==> src/rtl/puf_response_ctrl.sv <==
// puf_response_ctrl
// Measurement sequencer for a ring-oscillator PUF. For each response bit it
// picks an oscillator pair, clears the two edge counters, gates the
// oscillators for a fixed window, lets the counters settle, and then compares
// the two counts. RESP_BITS such bits are packed into one response word,
// which is offered on a valid/ready handshake.
//
// Ports
//   clk, rst_n          : clock, asynchronous active-high reset
//   start, challenge    : begin a measurement run (accepted only when idle)
//   count_a, count_b    : counter bank values, stable during SETTLE/COMPARE
//   sel_a, sel_b        : oscillator selects for bank A / bank B
//   osc_en, cnt_clr     : oscillator gate and counter clear
//   busy                : run in progress (any state other than IDLE)
//   resp_data/valid/ready : response word handshake
//   tie_cnt, sat_flag   : number of equal-count pairs, any saturated count
module puf_response_ctrl #(
  parameter int RESP_BITS  = 8,
  parameter int WINDOW     = 1024,
  parameter int CLR_CYCLES = 2,
  parameter int SETTLE     = 4
) (
  input  logic                 clk,
  input  logic                 rst_n,
  input  logic                 start,
  input  logic [7:0]           challenge,
  input  logic [15:0]          count_a,
  input  logic [15:0]          count_b,
  output logic [3:0]           sel_a,
  output logic [3:0]           sel_b,
  output logic                 osc_en,
  output logic                 cnt_clr,
  output logic                 busy,
  output logic [RESP_BITS-1:0] resp_data,
  output logic                 resp_valid,
  input  logic                 resp_ready,
  output logic [4:0]           tie_cnt,
  output logic                 sat_flag
);

  localparam int            KW     = (RESP_BITS > 1) ? $clog2(RESP_BITS) : 1;
  localparam logic [KW-1:0] K_LAST = KW'(RESP_BITS - 1);
  // Timer reload values: a phase of N cycles counts N-1 down to 0.
  localparam logic [15:0]   T_CLR  = 16'(CLR_CYCLES - 1);
  localparam logic [15:0]   T_WIN  = 16'(WINDOW - 1);
  localparam logic [15:0]   T_SET  = 16'(SETTLE - 1);

  typedef enum logic [2:0] {
    S_IDLE,
    S_CLEAR,
    S_GATE,
    S_SETTLE,
    S_COMPARE,
    S_DONE
  } state_t;

  state_t               r_state;
  state_t               w_state_next;
  logic [15:0]          r_timer;
  logic [15:0]          w_timer_load;
  logic [KW-1:0]        r_k;
  logic [3:0]           r_sel_a;
  logic [3:0]           r_sel_b;
  logic [RESP_BITS-1:0] r_resp_data;
  logic [4:0]           r_tie_cnt;
  logic                 r_sat_flag;

  logic                 w_accept;
  logic                 w_bit;
  logic                 w_tie;
  logic                 w_sat;
  logic                 w_last;
  logic [3:0]           w_off;

  assign w_accept = (r_state == S_IDLE) && start;
  assign w_bit    = (count_a > count_b);
  assign w_tie    = (count_a == count_b);
  assign w_sat    = (count_a == 16'hFFFF) || (count_b == 16'hFFFF);
  assign w_last   = (r_k == K_LAST);
  // A zero offset would select the same oscillator twice; force it to 1.
  assign w_off    = (challenge[7:4] == 4'd0) ? 4'd1 : challenge[7:4];

  // State register
  always_ff @(posedge clk or posedge rst_n) begin
    if (rst_n) begin
      r_state <= S_IDLE;
    end else begin
      r_state <= w_state_next;
    end
  end

  // Next-state, timer reload and control outputs
  always_comb begin
    w_state_next = r_state;
    w_timer_load = 16'd0;
    osc_en       = 1'b0;
    cnt_clr      = 1'b0;
    busy         = 1'b1;
    resp_valid   = 1'b0;
    case (r_state)
      S_IDLE: begin
        busy = 1'b0;
        if (start) begin
          w_state_next = S_CLEAR;
          w_timer_load = T_CLR;
        end
      end
      S_CLEAR: begin
        cnt_clr = 1'b1;
        if (r_timer == 16'd0) begin
          w_state_next = S_GATE;
          w_timer_load = T_WIN;
        end
      end
      S_GATE: begin
        osc_en = 1'b1;
        if (r_timer == 16'd0) begin
          w_state_next = S_SETTLE;
          w_timer_load = T_SET;
        end
      end
      S_SETTLE: begin
        if (r_timer == 16'd0) begin
          w_state_next = S_COMPARE;
        end
      end
      S_COMPARE: begin
        if (w_last) begin
          w_state_next = S_DONE;
        end else begin
          w_state_next = S_CLEAR;
          w_timer_load = T_CLR;
        end
      end
      S_DONE: begin
        resp_valid = 1'b1;
        if (resp_ready) begin
          w_state_next = S_IDLE;
        end
      end
      default: begin
        w_state_next = S_IDLE;
      end
    endcase
  end

  // Phase timer, pair selection and response accumulation
  always_ff @(posedge clk or posedge rst_n) begin
    if (rst_n) begin
      r_timer     <= 16'd0;
      r_k         <= '0;
      r_sel_a     <= 4'd0;
      r_sel_b     <= 4'd0;
      r_resp_data <= '0;
      r_tie_cnt   <= 5'd0;
      r_sat_flag  <= 1'b0;
    end else begin
      // Reload on every state change, otherwise count down to zero.
      if (w_state_next != r_state) begin
        r_timer <= w_timer_load;
      end else if (r_timer != 16'd0) begin
        r_timer <= r_timer - 16'd1;
      end

      if (w_accept) begin
        r_k         <= '0;
        r_sel_a     <= challenge[3:0];
        r_sel_b     <= challenge[3:0] + w_off;
        r_resp_data <= '0;
        r_tie_cnt   <= 5'd0;
        r_sat_flag  <= 1'b0;
      end

      if (r_state == S_COMPARE) begin
        r_resp_data[r_k] <= w_bit;
        if (w_tie) begin
          r_tie_cnt <= r_tie_cnt + 5'd1;
        end
        if (w_sat) begin
          r_sat_flag <= 1'b1;
        end
        // Both selects advance together, so the pair offset is preserved
        // and the mod-16 wrap falls out of the 4-bit adders.
        if (!w_last) begin
          r_k     <= r_k + 1'b1;
          r_sel_a <= r_sel_a + 4'd1;
          r_sel_b <= r_sel_b + 4'd1;
        end
      end
    end
  end

  assign sel_a     = r_sel_a;
  assign sel_b     = r_sel_b;
  assign resp_data = r_resp_data;
  assign tie_cnt   = r_tie_cnt;
  assign sat_flag  = r_sat_flag;

endmodule

==> config.mk <==
export PLATFORM = sky130hd
export DESIGN_NAME = puf_response_ctrl
export DESIGN_NICKNAME = d
export VERILOG_FILES = /design/src/rtl/puf_response_ctrl.sv
export SDC_FILE = /design/constraint.sdc
export NUM_CORES = 1
export LEC_CHECK = 0
export BUFFER_PORTS_ARGS = -buffer_cell sky130_fd_sc_hd__buf_4
export CORE_MARGIN = 2
export CORE_UTILIZATION = 35
export CTS_BUF_LIST = sky130_fd_sc_hd__clkbuf_4 sky130_fd_sc_hd__clkbuf_8 sky130_fd_sc_hd__clkbuf_16
export CTS_CLUSTER_SIZE = 40
export DETAILED_ROUTE_END_ITERATION = 12
export REMOVE_ABC_BUFFERS = 1
export SLEW_MARGIN = 20
export SYNTH_ARGS = -nofsm -noshare
export SYNTH_HDL_FRONTEND = slang
export SYNTH_SLANG_ARGS = --single-unit
==> constraint.sdc <==
create_clock -name clk -period 2.5 [get_ports clk]
set_clock_uncertainty 0.1 [all_clocks]
set_input_delay 0.125 -clock clk [delete_from_list [all_inputs] [get_ports clk]]
set_output_delay 0.125 -clock clk [all_outputs]
set_load 0.02 [all_outputs]
==> results of run 1 <==
## cell usage after synthesis (5+ instances only)
library cell   n  area (um^2)
nand4_1       12         75.1
o21ai_0       18         90.1
mux2i_1        8         80.1
a21oi_1       12         60.1
a21o_1         5         37.5
ha_1          25          313
a32o_1         7         70.1
nand2_1       26         97.6
clkbuf_1       7         26.3
nand3_1        9         45.0
xnor2_1       13          114
nor3_1         8         40.0
inv_1         29          109
nor2_1        33          124
dfrtp_1       44         1100
## cells by family after synthesis
logic type,after synthesis,share of synthesized area
fa+ha+maj,26,0.115
xor+xnor,14,0.0425
buf+inv,38,0.0546
flops,44,0.382
mux,8,0.0278
compound gates,67,0.169
simple gates,117,0.209
## worst paths after layout
path,startpoint,endpoint,depth (start not counted)
worst max-delay path,r_timer[6],r_timer[11],5
worst min register to register,sat_flag,sat_flag,2
worst min-delay path,challenge[0],sel_a[0],3
min in group asynchronous,rst_n,r_timer[7],4
max in group asynchronous,rst_n,tie_cnt[0],4
worst max register to register,r_timer[6],r_timer[11],5
## final cells by class
type | instances | area, um^2
Sequential cell | 44 | 1100
Clock buffer | 5 | 68.8
Fill cell | 845 | 4400
Tap cell | 105 | 131
Clock inverter | 2 | 12.5
Multi-Input combinational cell | 232 | 1630
Timing Repair Buffer | 85 | 648
Inverter | 29 | 109
## sequential cells by signal, summed over array words and instances, names as in the netlist
register / flops
r_timer: 16
resp_data: 8
tie_cnt: 5
sel_a: 4
sel_b: 4
r_k: 3
r_state: 3
sat_flag: 1
## stage by stage
stage / std cells / hold WS (ns) / util / cell area (um^2) / total power, W
2_1_floorplan: 305 / 0.141 / - / 2840 / 0.000864
5_1_grt: 502 / 0.00781 / 0.457 / 3700 / 0.00148
3_5_place_dp: 491 / 0.214 / 0.442 / 3580 / 0.000984
4_1_cts: 502 / 0.00298 / 0.457 / 3700 / 0.00142
3_3_place_gp: 491 / 0.207 / 0.442 / 3580 / 0.000980
6_report: 502 / 0.00846 / 0.457 / 3700 / 0.00140
## worst reg2reg max path, stage by stage (launching register included)
cell	delay (ns)
dfrtp_1	0.44
or4_1	0.65
nor4b_4	0.28
nand2_2	0.16
a21oi_2	0.34
a21oi_1	0.08
## routing by layer
metal / GRT usage / up-vias / routed length [um]
met1: 0.212 / 1203 / 3330
met5: 0 / - / 0
li1: - / 1297 / -
met2: 0.267 / 70 / 3060
met4: 0.0411 / 0 / 78
met3: 0.0239 / 5 / 336
## power groups by stage
stage	combinational (W)	clock (W)	sequential, W
detailed placement	0.000231	0	0.000753
global route	0.000261	0.000478	0.000741
CTS	0.000237	0.000447	0.000739
global placement	0.000227	0	0.000753
floorplan	0.0000931	0	0.000771
finish	0.000233	0.000429	0.000739
## repair_timing
| action | CTS | global route |
|---|---|---|
| buffers inserted | 0 | 0 |
| hold buffers | 4 | 0 |
| hold endpoints to repair | 47 | 0 |
==> results.cfg, run 1 <==
[clock_network]
numClockSinks = 44
cts_buffer_depth = 2
clkTransAtPathRegs_ns = 0.09
htree_levels = 2
clk_latency_ns = 0.30
cts_tree = yes
cts-resized-gates = 0
numCtsBuffers = 5
root_buffer = clkbuf_8

[synth]
synth_top_flop_cell = dfrtp_1
async_flop_share = 1.00
ys_warn_count = 0
synth.distinct_cells = 51
syn_inst = 314
synth_edf_count = 0
ys_ff_latch = 44
synth_seq_area_share = 0.382
syn_area_um2 = 2890
synth.avg_cell_area_um2 = 9.19

[floorplan]
dieArea_um2 = 8990
dieWidth_um = 94.8
io_pins = 70
start_util = 0.357
core_area_um2 = 8090
num_rows = 33
die_h_um = 94.8

[route]
via_per_inst = 5.13
drt-initial-drc-count = 67
post_drt_wl_per_cell_um = 13.6
route.detailed.drc = 0
dr.pass1.iters = 4
num_vias = 2575
drt-total-wl_mm = 6.81
antenna_left = 0

[power_and_ir_drop]
comb_power_share = 0.166
pwr-share-clk = 0.307
power.density_nw_per_um2 = 379
vdd_ir_drop_max_mv = 0.173
p_leak_nw = 1.76
p_seq_frac = 0.527
p_sw_w = 0.000364
p_int_w = 0.00104
netSwitchingFraction = 0.260

[worst_setup_path]
cp-end-kind = flip-flop
path_buf_inv = 0
cp.required_ns = 2.57
crit_family = simple AND/OR/NAND/NOR gates
cp-start-kind = flip-flop
critPathKind = reg2reg
regToRegSetupSlack_ns = 0.31
cp_slowest_cell = or4_1
max_stage_delay_ns = 0.64
cp_cell_sequence = or4_1 > nor4b_4 > nand2_2 > a21oi_2 > a21oi_1
critical_path_arrival_ns = 2.25
critPathMaxFanout = 7

[grt]
grt_max_degree = 45
grt_pass1_vias = 2499
grt_antenna_before_repair = 0
grt_use_total = 0.158
grt_pass1_wl_mm = 11.4
overflow = 0

[sta]
worst_pin_slew_ns = 0.613
fin_crit_ns = 2.19
worst_slack_ns = 0.315
setup_viol = 0
period_share = 0.874
slew_violations = 0
fin_setup_tns_ns = 0
grt_setup_unrepaired = false
slew-limit-headroom = 0.587
fmax_mhz = 458
hold_violations = 0

[placement]
port_buffers = 69
hpwl_mm = 5.34
gp_congestion = 0.778
dpl_worst_slack_ns = 0.312

[finish]
mostFrequentLayoutCells = buf_4, dfrtp_1, nor2_1, inv_1, nand2_1
antenna_cells = 0
area_growth_syn_to_layout_pct = 28.1
layout-drive-gt1-share = 0.254
final_common_cell = buf_4
nets = 467

[min_path]
hp-class = in2reg

[run]
drv_cap = 0

[outcome]
outcome = complete, no violations
(Power assumes the default switching activity.)
==> run 2, diff against run 1 <==
- CORE_MARGIN: 2 -> 5
==> run 2 against run 1 <==
Effect of this change: global-route usage down 2.1 points; critical path depth unchanged; routed wire length about the same; first-iteration DRC count up 49%; worst setup slack better by 0.026 ns; combinational power about the same; utilization down 0.094 points; hold slack better by 0.066 ns; register-to-register slack better by 0.03 ns.
==> results.cfg, run 2 (synthesis results as in run 1) <==
[outcome]
outcome = complete, no violations

[route]
post_drt_wl_per_cell_um = 13.5
antenna_left = 0
drt-initial-drc-count = 100
drt-total-wl_mm = 6.80
num_vias = 2548
via_per_inst = 5.08
dr.pass1.iters = 4
route.detailed.drc = 0

[sta]
fin_setup_tns_ns = 0
slew_violations = 0
hold_violations = 0
grt_setup_unrepaired = false
fmax_mhz = 463
worst_pin_slew_ns = 0.554
period_share = 0.864
setup_viol = 0
fin_crit_ns = 2.16
slew-limit-headroom = 0.627

[clock_network]
root_buffer = clkbuf_8
cts_buffer_depth = 2
numCtsBuffers = 5
clkTransAtPathRegs_ns = 0.09
cts-resized-gates = 0
clk_latency_ns = 0.30
numClockSinks = 44
htree_levels = 2
cts_tree = yes

[finish]
fill_cells = 801
nets = 466
final_common_cell = buf_4
antenna_cells = 0
multi_input_area_um2 = 1630
mostFrequentLayoutCells = buf_4, dfrtp_1, nor2_1, inv_1, nand2_1
stdcell_count = 502
largest_reg_flops = 16
area_growth_syn_to_layout_pct = 28.5
register_area_um2 = 1100
regMostFlops = r_timer
layout-drive-gt1-share = 0.252

[worst_setup_path]
crit_family = simple AND/OR/NAND/NOR gates
critPathKind = reg2reg
critical_path_arrival_ns = 2.24
cp_cell_sequence = or4_1 > nor4b_4 > nand2_2 > a21oi_2 > nor2_1
cp-end-kind = flip-flop
cp-start-kind = flip-flop
path_buf_inv = 0
cp.required_ns = 2.58
critPathMaxFanout = 7
max_stage_delay_ns = 0.63
cp_slowest_cell = or4_1

[floorplan]
num_rows = 33
core_area_um2 = 8130
start_util = 0.355
dieArea_um2 = 10200
dieWidth_um = 101
die_h_um = 101
io_pins = 70

[grt]
grt_max_degree = 45
grt_pass1_vias = 2477
grt_antenna_before_repair = 0
grt_use_total = 0.138
grt_pass1_wl_mm = 11.4
overflow = 0

[power_and_ir_drop]
netSwitchingFraction = 0.250
total_power_w = 0.00145
p_seq_frac = 0.511
p_int_w = 0.00108
p_sw_w = 0.000362
pwr-share-clk = 0.329
vdd_ir_drop_max_mv = 0.172
power.density_nw_per_um2 = 390
comb_power_share = 0.160
p_leak_nw = 1.76

[min_path]
hp-class = in2reg

[placement]
hpwl_mm = 5.42
dp_cells = 489
gp_congestion = 0.790
port_buffers = 69

[run]
drv_cap = 0
[run 2: worst paths after layout]
check | startpoint | to | slack [ns] | depth (start not counted)
max | r_timer[7] | r_timer[10] | 0.34 | 5
max reg2reg | r_timer[7] | r_timer[10] | 0.34 | 5
min in group asynchronous | rst_n | r_timer[5] | 0.42 | 4
min | resp_ready | r_state[2] | 0.07 | 4
max in group asynchronous | rst_n | r_state[2] | 1.51 | 4
min reg2reg | sat_flag | sat_flag | 0.40 | 2
[run 2: timing repair]
action	4_1_cts	5_1_grt
hold buffers	5	0
buffers inserted	0	0
hold endpoints to repair	48	0
[run 2: tightest hold or removal path, stage by stage]
cell,delay (ns)
buf_4,0.09
o21ai_0,0.07
nand3_1,0.08
o31ai_1,0.06
[run 2: layout make-up]
class | count | area share
flip-flops and latches | 44 | 0.297
repair buffers | 84 | 0.173
clock buffers | 7 | 0.0243
multi-input cells | 232 | 0.439
well taps | 105 | 0.0354
inverters | 29 | 0.0294
clock inverters | 1 | 0.00202
[run 2: routing by layer]
metal  part of all wire  track usage  vias to the layer above
li1                   -            -                     1292
met1               0.49        0.191                     1193
met2               0.44        0.217                       59
met3              0.059       0.0291                        4
met4             0.0090       0.0363                        0
met5                  0            0                        -
[run 2: power by group through the flow]
stage	combinational [W]	clock, W	sequential, W
2_1_floorplan	0.0000931	0	0.000771
3_3_place_gp	0.000228	0	0.000753
3_5_place_dp	0.000230	0	0.000753
4_1_cts	0.000236	0.000494	0.000739
5_1_grt	0.000262	0.000521	0.000740
6_report	0.000231	0.000475	0.000738
[run 2: metrics by stage]
step                      setup WS (ns)  utilization  instance area [um^2]  hold slack [ns]
final                             0.341        0.456                  3710           0.0745
after global placement            0.366        0.438                  3560            0.203
after global routing              0.146        0.456                  3710           0.0916
after detailed placement          0.337        0.438                  3560            0.211
after floorplan                   0.208            -                  2840            0.141
after CTS                         0.339        0.456                  3710           0.0687
